[src/rtl/pc_fetch_pkg.sv]
// Shared types and default parameters for the program-counter fetch unit.
// The optional stall counter is built only when PCFU_STATS_EN is defined.
package pc_fetch_pkg;

  localparam int          PCFU_ADDR_W   = 16;
  localparam int          PCFU_DATA_W   = 16;
  localparam logic [15:0] PCFU_RESET_PC = 16'h0000;
  localparam int          PCFU_PC_INC   = 2;
  localparam int          PCFU_STALL_W  = 16;

  typedef enum logic [1:0] {
    FETCH = 2'd0,
    HOLD  = 2'd1,
    DRAIN = 2'd2
  } fetch_state_t;

endpackage

[src/rtl/pc_fetch_unit_pc_next_sel.sv]
// Next-PC selector: redirect target (halfword aligned) beats sequential
// increment, which beats holding the current PC.
module pc_next_sel #(
  parameter int ADDR_W = 16,
  parameter int PC_INC = 2
) (
  input  logic [ADDR_W-1:0] pc_i,
  input  logic              br_taken_i,
  input  logic [ADDR_W-1:0] br_target_i,
  input  logic              fetch_done_i,
  output logic [ADDR_W-1:0] pc_next_o
);

  localparam logic [ADDR_W-1:0] INC = ADDR_W'(PC_INC);

  logic unused_target_lsb;
  assign unused_target_lsb = br_target_i[0];

  always_comb begin
    pc_next_o = pc_i;
    if (br_taken_i) begin
      pc_next_o = {br_target_i[ADDR_W-1:1], 1'b0};
    end else if (fetch_done_i) begin
      // Wraps naturally modulo 2^ADDR_W (FFFE -> 0000).
      pc_next_o = pc_i + INC;
    end
  end

endmodule

[src/rtl/pc_fetch_unit.sv]
// Owns the PC, fetches words over REQ/ACK and hands them to decode over valid/ready.
// Define PCFU_STATS_EN to add the saturating stall_cnt_o counter.
module pc_fetch_unit
  import pc_fetch_pkg::*;
#(
  parameter int                DATA_W   = PCFU_DATA_W,
  parameter int                ADDR_W   = PCFU_ADDR_W,
  parameter logic [ADDR_W-1:0] RESET_PC = ADDR_W'(PCFU_RESET_PC),
  parameter int                PC_INC   = PCFU_PC_INC
) (
  input  logic              clk_i,
  input  logic              rst_n_i,
  output logic              mem_req_o,
  output logic [ADDR_W-1:0] mem_addr_o,
  input  logic              mem_ack_i,
  input  logic [DATA_W-1:0] mem_rdata_i,
  output logic              inst_valid_o,
  input  logic              inst_ready_i,
  output logic [DATA_W-1:0] inst_out_o,
  output logic [ADDR_W-1:0] inst_pc_o,
  input  logic              br_taken_i,
  input  logic [ADDR_W-1:0] br_target_i,
  output logic [1:0]        state_o
`ifdef PCFU_STATS_EN
  ,
  output logic [PCFU_STALL_W-1:0] stall_cnt_o
`endif
);

  // Handshakes: a memory read completes on a cycle with mem_req_o && mem_ack_i;
  // an instruction transfers on a cycle with inst_valid_o && inst_ready_i. Once
  // raised, mem_req_o/mem_addr_o hold until the ack, even across a redirect.

  fetch_state_t      state_q, state_d;
  logic [ADDR_W-1:0] pc_q, pc_d;
  logic              mem_req_q, mem_req_d;
  logic [ADDR_W-1:0] mem_addr_q, mem_addr_d;
  logic              inst_valid_q, inst_valid_d;
  logic [DATA_W-1:0] inst_out_q, inst_out_d;
  logic [ADDR_W-1:0] inst_pc_q, inst_pc_d;
  logic              fetch_done;

  assign fetch_done = (state_q == FETCH) && mem_req_q && mem_ack_i && !br_taken_i;

  pc_next_sel #(
    .ADDR_W (ADDR_W),
    .PC_INC (PC_INC)
  ) u_pc_next_sel (
    .pc_i         (pc_q),
    .br_taken_i   (br_taken_i),
    .br_target_i  (br_target_i),
    .fetch_done_i (fetch_done),
    .pc_next_o    (pc_d)
  );

  always_comb begin
    state_d      = state_q;
    mem_req_d    = mem_req_q;
    mem_addr_d   = mem_addr_q;
    inst_valid_d = inst_valid_q;
    inst_out_d   = inst_out_q;
    inst_pc_d    = inst_pc_q;
    case (state_q)
      FETCH: begin
        if (!mem_req_q) begin
          mem_req_d  = 1'b1;
          mem_addr_d = pc_d;
        end else if (mem_ack_i) begin
          // A redirect in the ack cycle discards the word and leaves REQ low one cycle.
          mem_req_d = 1'b0;
          if (!br_taken_i) begin
            inst_out_d   = mem_rdata_i;
            inst_pc_d    = pc_q;
            inst_valid_d = 1'b1;
            state_d      = HOLD;
          end
        end else if (br_taken_i) begin
          state_d = DRAIN;
        end
      end
      HOLD: begin
        if (br_taken_i || inst_ready_i) begin
          inst_valid_d = 1'b0;
          state_d      = FETCH;
        end
      end
      DRAIN: begin
        if (mem_ack_i) begin
          mem_req_d = 1'b0;
          state_d   = FETCH;
        end
      end
      default: begin
        state_d = FETCH;
      end
    endcase
  end

  always_ff @(posedge clk_i or negedge rst_n_i) begin
    if (!rst_n_i) begin
      state_q      <= FETCH;
      pc_q         <= RESET_PC;
      mem_req_q    <= 1'b0;
      mem_addr_q   <= RESET_PC;
      inst_valid_q <= 1'b0;
      inst_out_q   <= '0;
      inst_pc_q    <= '0;
    end else begin
      state_q      <= state_d;
      pc_q         <= pc_d;
      mem_req_q    <= mem_req_d;
      mem_addr_q   <= mem_addr_d;
      inst_valid_q <= inst_valid_d;
      inst_out_q   <= inst_out_d;
      inst_pc_q    <= inst_pc_d;
    end
  end

  assign mem_req_o    = mem_req_q;
  assign mem_addr_o   = mem_addr_q;
  assign inst_valid_o = inst_valid_q;
  assign inst_out_o   = inst_out_q;
  assign inst_pc_o    = inst_pc_q;
  assign state_o      = state_q;

`ifdef PCFU_STATS_EN
  logic [PCFU_STALL_W-1:0] stall_cnt_q;

  always_ff @(posedge clk_i or negedge rst_n_i) begin
    if (!rst_n_i) begin
      stall_cnt_q <= '0;
    end else if (mem_req_q && !mem_ack_i && (stall_cnt_q != {PCFU_STALL_W{1'b1}})) begin
      stall_cnt_q <= stall_cnt_q + 1'b1;
    end
  end

  assign stall_cnt_o = stall_cnt_q;
`endif

endmodule

[config.mk]
export PLATFORM = sky130hd
export DESIGN_NAME = pc_fetch_unit
export DESIGN_NICKNAME = d
export VERILOG_FILES = /design/src/rtl/pc_fetch_pkg.sv /design/src/rtl/pc_fetch_unit_pc_next_sel.sv /design/src/rtl/pc_fetch_unit.sv
export SDC_FILE = /design/constraint.sdc
export NUM_CORES = 1
export LEC_CHECK = 0
export CAP_MARGIN = 20
export CELL_PAD_IN_SITES_DETAIL_PLACEMENT = 1
export CELL_PAD_IN_SITES_GLOBAL_PLACEMENT = 1
export CORE_ASPECT_RATIO = 0.75
export CORE_MARGIN = 2
export CORE_UTILIZATION = 38
export CTS_CLUSTER_SIZE = 40
export DETAILED_ROUTE_END_ITERATION = 7
export GPL_TIMING_DRIVEN = 0
export MAX_ROUTING_LAYER = met4
export PLACE_DENSITY_LB_ADDON = 0.1
export SETUP_SLACK_MARGIN = 0.1
export SLEW_MARGIN = 20
export SYNTH_ARGS = -nofsm -noshare
export SYNTH_HDL_FRONTEND = slang
export SYNTH_HIERARCHICAL = 1
export SYNTH_SLANG_ARGS = --single-unit
[constraint.sdc]
create_clock -name clk_i -period 3.17 [get_ports clk_i]
set_input_delay 0.4755 -clock clk_i [delete_from_list [all_inputs] [get_ports clk_i]]
set_output_delay 0.4755 -clock clk_i [all_outputs]
set_load 0.005 [all_outputs]
==> qor.txt <==
CP peak stage delay: 0.58 ns
Vias/cell: 5.03
FFs w/ async S/R, synth: 100%
Worst-Margin Slew: 0.535 ns
IO Pins: 89
kind of end point of the critical path: flop
status: finished clean
Die Height: 81.8 um
hold buffers post-CTS: 0
Fin. Hold Viols: 0
Worst-path clk slew: 0.08 ns
TritonCTS clock tree: done
Antenna diodes: 0
relative slew slack: 64.1%
Tot GR Track Use: 18.6%
Post-CTS Setup Bufs: 0
GP Congestion: 0.778
Clock Tree Buf Depth: 2
Initial DRC Count: 44
core area: 7850 um^2
register area share after synthesis: 55.5%
Clk pwr share: 25.2%
register bit total from synthesis: 68
Period Utilization, post-route: 91.6%
DR WL met2: 3290 um
die width: 108 um
HPWL Detailed: 5100 um
Met3 Wirelength: 392 um
first-pass GRT wire length: 11,900 um
Die ar.: 8810 um^2
num rows: 28
highest metal used: met4
Layout Area Growth over Synthesis: 41.8%
CTS Root Cell: clkbuf_8
critical path type: input port to flop
Routed WL per cell: 16.7 um
Pre-Repair DR Iteration Count: 4
Tot Pwr: 3.71 mW
critical path startpoint category: input port
via count: 2,167
met1 WL: 3400 um
worst ir drop on vdd: 437 uV
drt total wl: 7190 um
post-synthesis net count: 260
Worst-Skew Late Latency: 0.34 ns
Worst path slowest cell: or4_1
Avg Cell Area, Syn: 13.8 um^2
Pwr per Cell Area: 854 nW/um^2
Hold Crit Class: input port to asynchronous set/reset pin
delay-heaviest family, CP: simple AND/OR/NAND/NOR gates
crit path max fanout: 10
Max Slew Vio Count: 0
FILL cells: 817
post-synth cell types: 44
worst endpoint required time: 3.45 ns
WHS: 0.0567 ns
critical-path cell list: clkdlybuf4s50_1 > nand2_1 > or4_4 > clkinv_4 > buf_12 > buf_6 > nand4_2 > or4_1 > o211ai_1 > mux2_2
total grt overflow: 0
Util after Layout: 55.4%
final setup fails: 0
DRT antenna net count: 0
sw power: 937 uW
Synthesis Warnings: 6
number of synthesized flops with an enable pin: 0
starting density of the core: 39.1%
RSZ-0062 raised after global routing: false
ratio of cells with drive above 1 in the final layout: 25.2%
DRC: 0
TritonCTS buffer count: 9
IO Port Bufs: 87
Post-Synthesis Cells: 222
largest net degree at the start of global routing: 38
minimum clock period: 2.91 ns
clk sinks: 68
crit path DAT: 3.18 ns
Int Power: 2.78 mW
ys flop type: dfrtp_1
# H-tree levels: 3
fin nets: 359
vias in the first global route: 2,322
max cap viols: 0
Post-Syn Area: 3070 um^2
power share of the sequential group: 38.0%
f_max: 344 MHz
Switching Share: 25.2%
Layout Skew: 0.00941 ns
Gate power share: 36.9%
Bufs and invs on worst path: 4
initial antenna violation count: 0
leakage power: 1.82 nW
[per-layer routing]
| metal | track usage, % | up-vias |
|---|---|---|
| met1 | 24.1 | 1078 |
| met3 | 5.08 | 11 |
| met4 | 6.54 | 0 |
| met5 | - | - |
| li1 | - | 1011 |
| met2 | 28.6 | 67 |
[what timing repair did]
action | 4_1_cts | 5_1_grt
endpoints found under the hold margin | 0 | 0
resized for setup | 1 | 0
endpoints found under the setup margin | 2 | 0
[synth_stat cells, types with 2 or more instances]
library cell | n | area, um^2
dfrtp_1 | 68 | 1700
mux2_4 | 29 | 435
mux2_2 | 19 | 214
nand2_1 | 15 | 56.3
nor2_1 | 9 | 33.8
o21ai_1 | 6 | 30.0
a31oi_1 | 5 | 31.3
nand3_1 | 5 | 25.0
or4_1 | 5 | 37.5
nand4_1 | 4 | 25.0
nor2b_1 | 4 | 25.0
o31ai_1 | 4 | 30.0
buf_12 | 3 | 60.1
inv_1 | 3 | 11.3
o211ai_1 | 3 | 22.5
o41ai_1 | 3 | 26.3
or2_2 | 3 | 18.8
and3_1 | 2 | 12.5
buf_6 | 2 | 22.5
clkbuf_1 | 2 | 7.51
nand2b_1 | 2 | 12.5
o21ai_0 | 2 | 10.0
xnor2_1 | 2 | 17.5
xor2_1 | 2 | 17.5
[final cells by class]
| cell class | instances | area, um^2 | share of cell area [%] |
|---|---|---|---|
| Sequential cell | 68 | 1700 | 39.1 |
| Multi-Input combinational cell | 141 | 1250 | 28.7 |
| Timing Repair Buffer | 88 | 887 | 20.4 |
| Clock inverter | 7 | 139 | 3.19 |
| Tap cell | 105 | 131 | 3.02 |
| Clock buffer | 9 | 124 | 2.85 |
| Buffer | 9 | 98.8 | 2.27 |
| Inverter | 4 | 20.0 | 0.460 |
[kinds of logic (layout without fill, tap and decap cells)]
logic type / Yosys count / count (layout) / synth area share, %
AOI/OAI and AO/OA: 28 / 28 / 6.24
xor gates and xnor gates: 4 / 4 / 1.14
adders and majority gates: 1 / 1 / 0.408
buffers and inverters: 13 / 117 / 3.88
DFF: 68 / 68 / 55.5
muxes: 49 / 49 / 21.5
and+or+nand+nor: 59 / 59 / 11.3
[metrics by stage]
step	std cells	setup slack (ns)	area, um^2	setup TNS (ns)
after floorplan	222	0.688	3070	0
after global placement	414	-0.782	4070	-54.92
after detailed placement	415	-0.337	4090	-2.28
after CTS	431	0.246	4350	0
after global routing	431	0.104	4350	0
final	431	0.265	4350	0
[registers in the layout, indices dropped and copies added (netlist names)]
register and cells:
pc_q 16, inst_pc_o 16, state_o 2, inst_out_o 16, mem_addr_o 16, inst_valid_o 1
mem_req_o 1
[layout by cell type, fill, tap and decap left out, drive strengths merged, types with 4 or more instances in the layout]
cell type / count
nor2b: 4
nand3: 6
nor2: 9
clkdlybuf4s50: 85
clkbuf: 11
bufinv: 4
o31ai: 4
clkinv: 4
a31oi: 5
or4: 6
nand4: 6
nand2: 15
buf: 9
mux2: 48
dfrtp: 68
o21ai: 8
[path summary, 6_finish.rpt]
check | depth (start not counted) | from | slack (ns) | end
worst max-delay path | 10 | mem_ack_i | 0.26 | mem_addr_o[14]
worst min-delay path | 1 | rst_n_i | 0.06 | mem_addr_o[10]
worst max register to register | 8 | state_o[0] | 0.36 | mem_addr_o[14]
worst min register to register | 1 | inst_out_o[1] | 0.51 | inst_out_o[1]
max in group asynchronous | 2 | rst_n_i | 2.57 | inst_out_o[13]
min in group clk_i | 1 | inst_out_o[1] | 0.51 | inst_out_o[1]
[power by group through the flow]
| stage | Sequential, mW | Combinational, mW | Clock, mW |
|---|---|---|---|
| 2_1_floorplan | 1.42 | 0.574 | 0 |
| 3_3_place_gp | 1.41 | 1.36 | 0 |
| 3_5_place_dp | 1.42 | 1.39 | 0 |
| 4_1_cts | 1.42 | 1.39 | 0.961 |
| 5_1_grt | 1.46 | 1.49 | 1.01 |
| 6_report | 1.41 | 1.37 | 0.935 |
No activity file was read; power rests on OpenSTA's default activity.
==> RTL change (same settings) <==
Set the package constant `PCFU_ADDR_W` to 17 (it was 16).
--- a/src/rtl/pc_fetch_pkg.sv
+++ b/src/rtl/pc_fetch_pkg.sv
@@ -2,7 +2,7 @@
 // The optional stall counter is built only when PCFU_STATS_EN is defined.
 package pc_fetch_pkg;
 
-  localparam int          PCFU_ADDR_W   = 16;
+  localparam int          PCFU_ADDR_W   = 17;
   localparam int          PCFU_DATA_W   = 16;
   localparam logic [15:0] PCFU_RESET_PC = 16'h0000;
   localparam int          PCFU_PC_INC   = 2;
Interface: changed (resized br_target_i, inst_pc_o and mem_addr_o); port bits go from 89 to 92. The function was not compared with the original's and may differ.
==> RTL change against the original RTL <==
Sequential cell count up 3; combinational power down 8%; utilization down 0.90 points; area after synthesis down 2.2%; clock power down 32%; routed wire length down 4.1%; total power down 10%; worst setup slack better by 0.071 ns; non-clock buffer count up 5; count of clock-buffer cells in the layout up 3; register-to-register slack better by 0.12 ns; final area down 2.5%; sequential share of layout area up 2.8 points; critical path type unchanged; critical endpoint is now mem_addr_o[15].
==> RTL change: results (changes against the original RTL) <==
Run status
  – Status: finished clean

Drt
  – Vias/cell: 4.90 (-2.5%)
  – Final WL: 6900 µm (-4.1%)
  – Vias: 2143 (-1.1%)
  – Starting DRT DRC Count: 51 (+16%)
  – First-pass DRT Iterations: 4 (unchanged)

Clocking
  – Cts repair resizes: 0 (-1)
  – Clock transition at path regs: 0.07 ns
  – CTS Buffer Depth: 2 (unchanged)
  – Number of CTS-inserted buffers: 9 (unchanged)
  – Clock H-tree levels: 3 (unchanged)
  – Worst-Skew Late Latency: 0.33 ns
  – CTS root buf: clkbuf_8

Yosys
  – Syn nets: 263 (+1.2%)
  – Synth area leaders: dfrtp_1, mux2_2, o21ai_0
  – Asr flop ratio synth: 1.00 (unchanged)
  – Most frequent cells after synthesis: dfrtp_1, mux2_2, nand2_1, o21ai_0
  – Synth warn: 6 (unchanged)
  – Register area share after synthesis: 0.592 (+0.0375)
  – Synthesized area per cell: 13.4 µm² (-3.1%)
  – Distinct cells, synth: 34 (-23%)

Setup path
  – CP max stage delay: 0.58 ns (about the same)
  – Worst-path maximum fanout: 15 (+5)
  – Slowest cell on crit path: or4_1
  – WP data arrival: 3.11 ns (-0.07 ns)
  – CP delay by family, top: simple AND/OR/NAND/NOR gates

Pwr
  – Static leakage: 1.72 nW (-5.3%)
  – Peak VDD IR: 0.431 mV (-1.3%)

Timing
  – Clk_skew: 0.00710 ns (-0.00231 ns)
  – Slew @ Worst Pin: 0.638 ns (+0.103 ns)

Global routing
  – First-pass GRT wire length: 11400 µm (-4.3%)
  – Vias in the first global route: 2261 (-2.6%)
  – Total GRT Usage: 0.181 (-0.00542)
  – Initial antenna violation count: 0 (unchanged)
  – Largest net degree at the start of global routing: 50 (+32%)

Layout
  – Share of cells above drive strength 1: 0.232 (-0.0196)
  – Layout filler cell count: 837 (+2.4%)
  – Nets: 366 (+1.9%)
  – ANT cells: 0 (unchanged)

Placed design
  – Hpwl dp: 4980 µm (-2.3%)
  – Port Buffers: 90 (+3.4%)
  – Placer Congestion: 0.725 (-6.8%)
  – Placed cell count: 420 (+1.2%)
  – Pre-CTS setup slack: -0.286 ns (+0.0505 ns)

Hold path
  – Hold Crit Class: in2async
-- RTL change: cell types whose count changed in the layout (fill, tap and decap cells not counted), moves of 4 or more --
cell / before / now
or4_1: 5 / 1
o31ai_1: 4 / 0
o21ai_1: 6 / 0
clkdlybuf4s50_1: 85 / 89
o21ai_0: 2 / 14
buf_12: 4 / 0
mux2_4: 29 / 0
xnor2_1: 2 / 7
bufinv_16: 4 / 0
mux2_2: 19 / 48
nor3_1: 1 / 6
-- RTL change: worst reg2reg max path, delay by kind of cell (launching register included) --
family	cells	cell delay [ns]
flip-flops	1	0.49
buffers and inverters	1	0.23
AO/OA/AOI/OAI	1	0.22
multiplexers	1	0.18
AND/OR/NAND/NOR	5	1.51
-- RTL change: area by class of cell --
cell class	instances	area, µm²	area share
plain buffers	10	76.3	0.0180
multi-input cells	140	1130	0.268
flip-flops and latches	71	1780	0.419
inverters	3	11.3	0.00266
clock buffers	12	155	0.0366
clock inverters	4	20.0	0.00472
well taps	105	131	0.0310
repair buffers	92	933	0.220
-- RTL change: what timing repair did --
| item | in CTS | in global routing |
|---|---|---|
| buffers inserted | 1 | 0 |
| hold buffers | 0 | 0 |
| setup endpoints to repair | 1 | 0 |
-- RTL change: kinds of logic (layout without fill, tap and decap cells) --
group                      after synthesis  after routing  synth area share
AOI/OAI and AO/OA                       22             22            0.0430
DFF                                     71             71             0.592
and+or+nand+nor                         53             53             0.101
muxes                                   53             53             0.198
buffers and inverters                   13            121            0.0292
adders and majority gates                1              1           0.00417
xor gates and xnor gates                11             11            0.0321
-- RTL change: routing by layer --
| layer | global-route usage | up-vias | share of wire |
|---|---|---|---|
| met1 | 0.232 | 1078 | 0.47 |
| met2 | 0.278 | 54 | 0.47 |
| li1 | - | 1007 | - |
| met4 | 0.0468 | 0 | 0.0044 |
| met3 | 0.0618 | 4 | 0.057 |
| met5 | - | - | 0 |
-- RTL change: path summary, 6_finish.rpt --
kind	startpoint	to	slack [ns]	cells past startpoint
min in group clk_i	inst_out_o[0]	inst_out_o[0]	0.49	1
min	rst_n_i	inst_out_o[10]	0.03	1
max reg2reg	mem_req_o	mem_addr_o[15]	0.48	8
max	mem_ack_i	mem_addr_o[15]	0.34	9
min reg2reg	inst_out_o[0]	inst_out_o[0]	0.49	1
max in group asynchronous	rst_n_i	inst_pc_o[7]	2.59	2
-- RTL change: report_power, final --
| part | internal (mW) | switching, mW |
|---|---|---|
| logic | 0.881 | 0.377 |
| clock network | 0.322 | 0.316 |
| registers | 1.25 | 0.201 |
| total | 2.45 | 0.894 |
-- RTL change: per-stage QoR --
step	total power, mW	TNS (ns)	cell area, µm²
5_1_grt	3.58	0	4240
3_5_place_dp	2.75	-1.07	4060
6_report	3.34	0	4240
3_3_place_gp	2.70	-65.19	4030
4_1_cts	3.42	0	4240
2_1_floorplan	1.91	0	3000
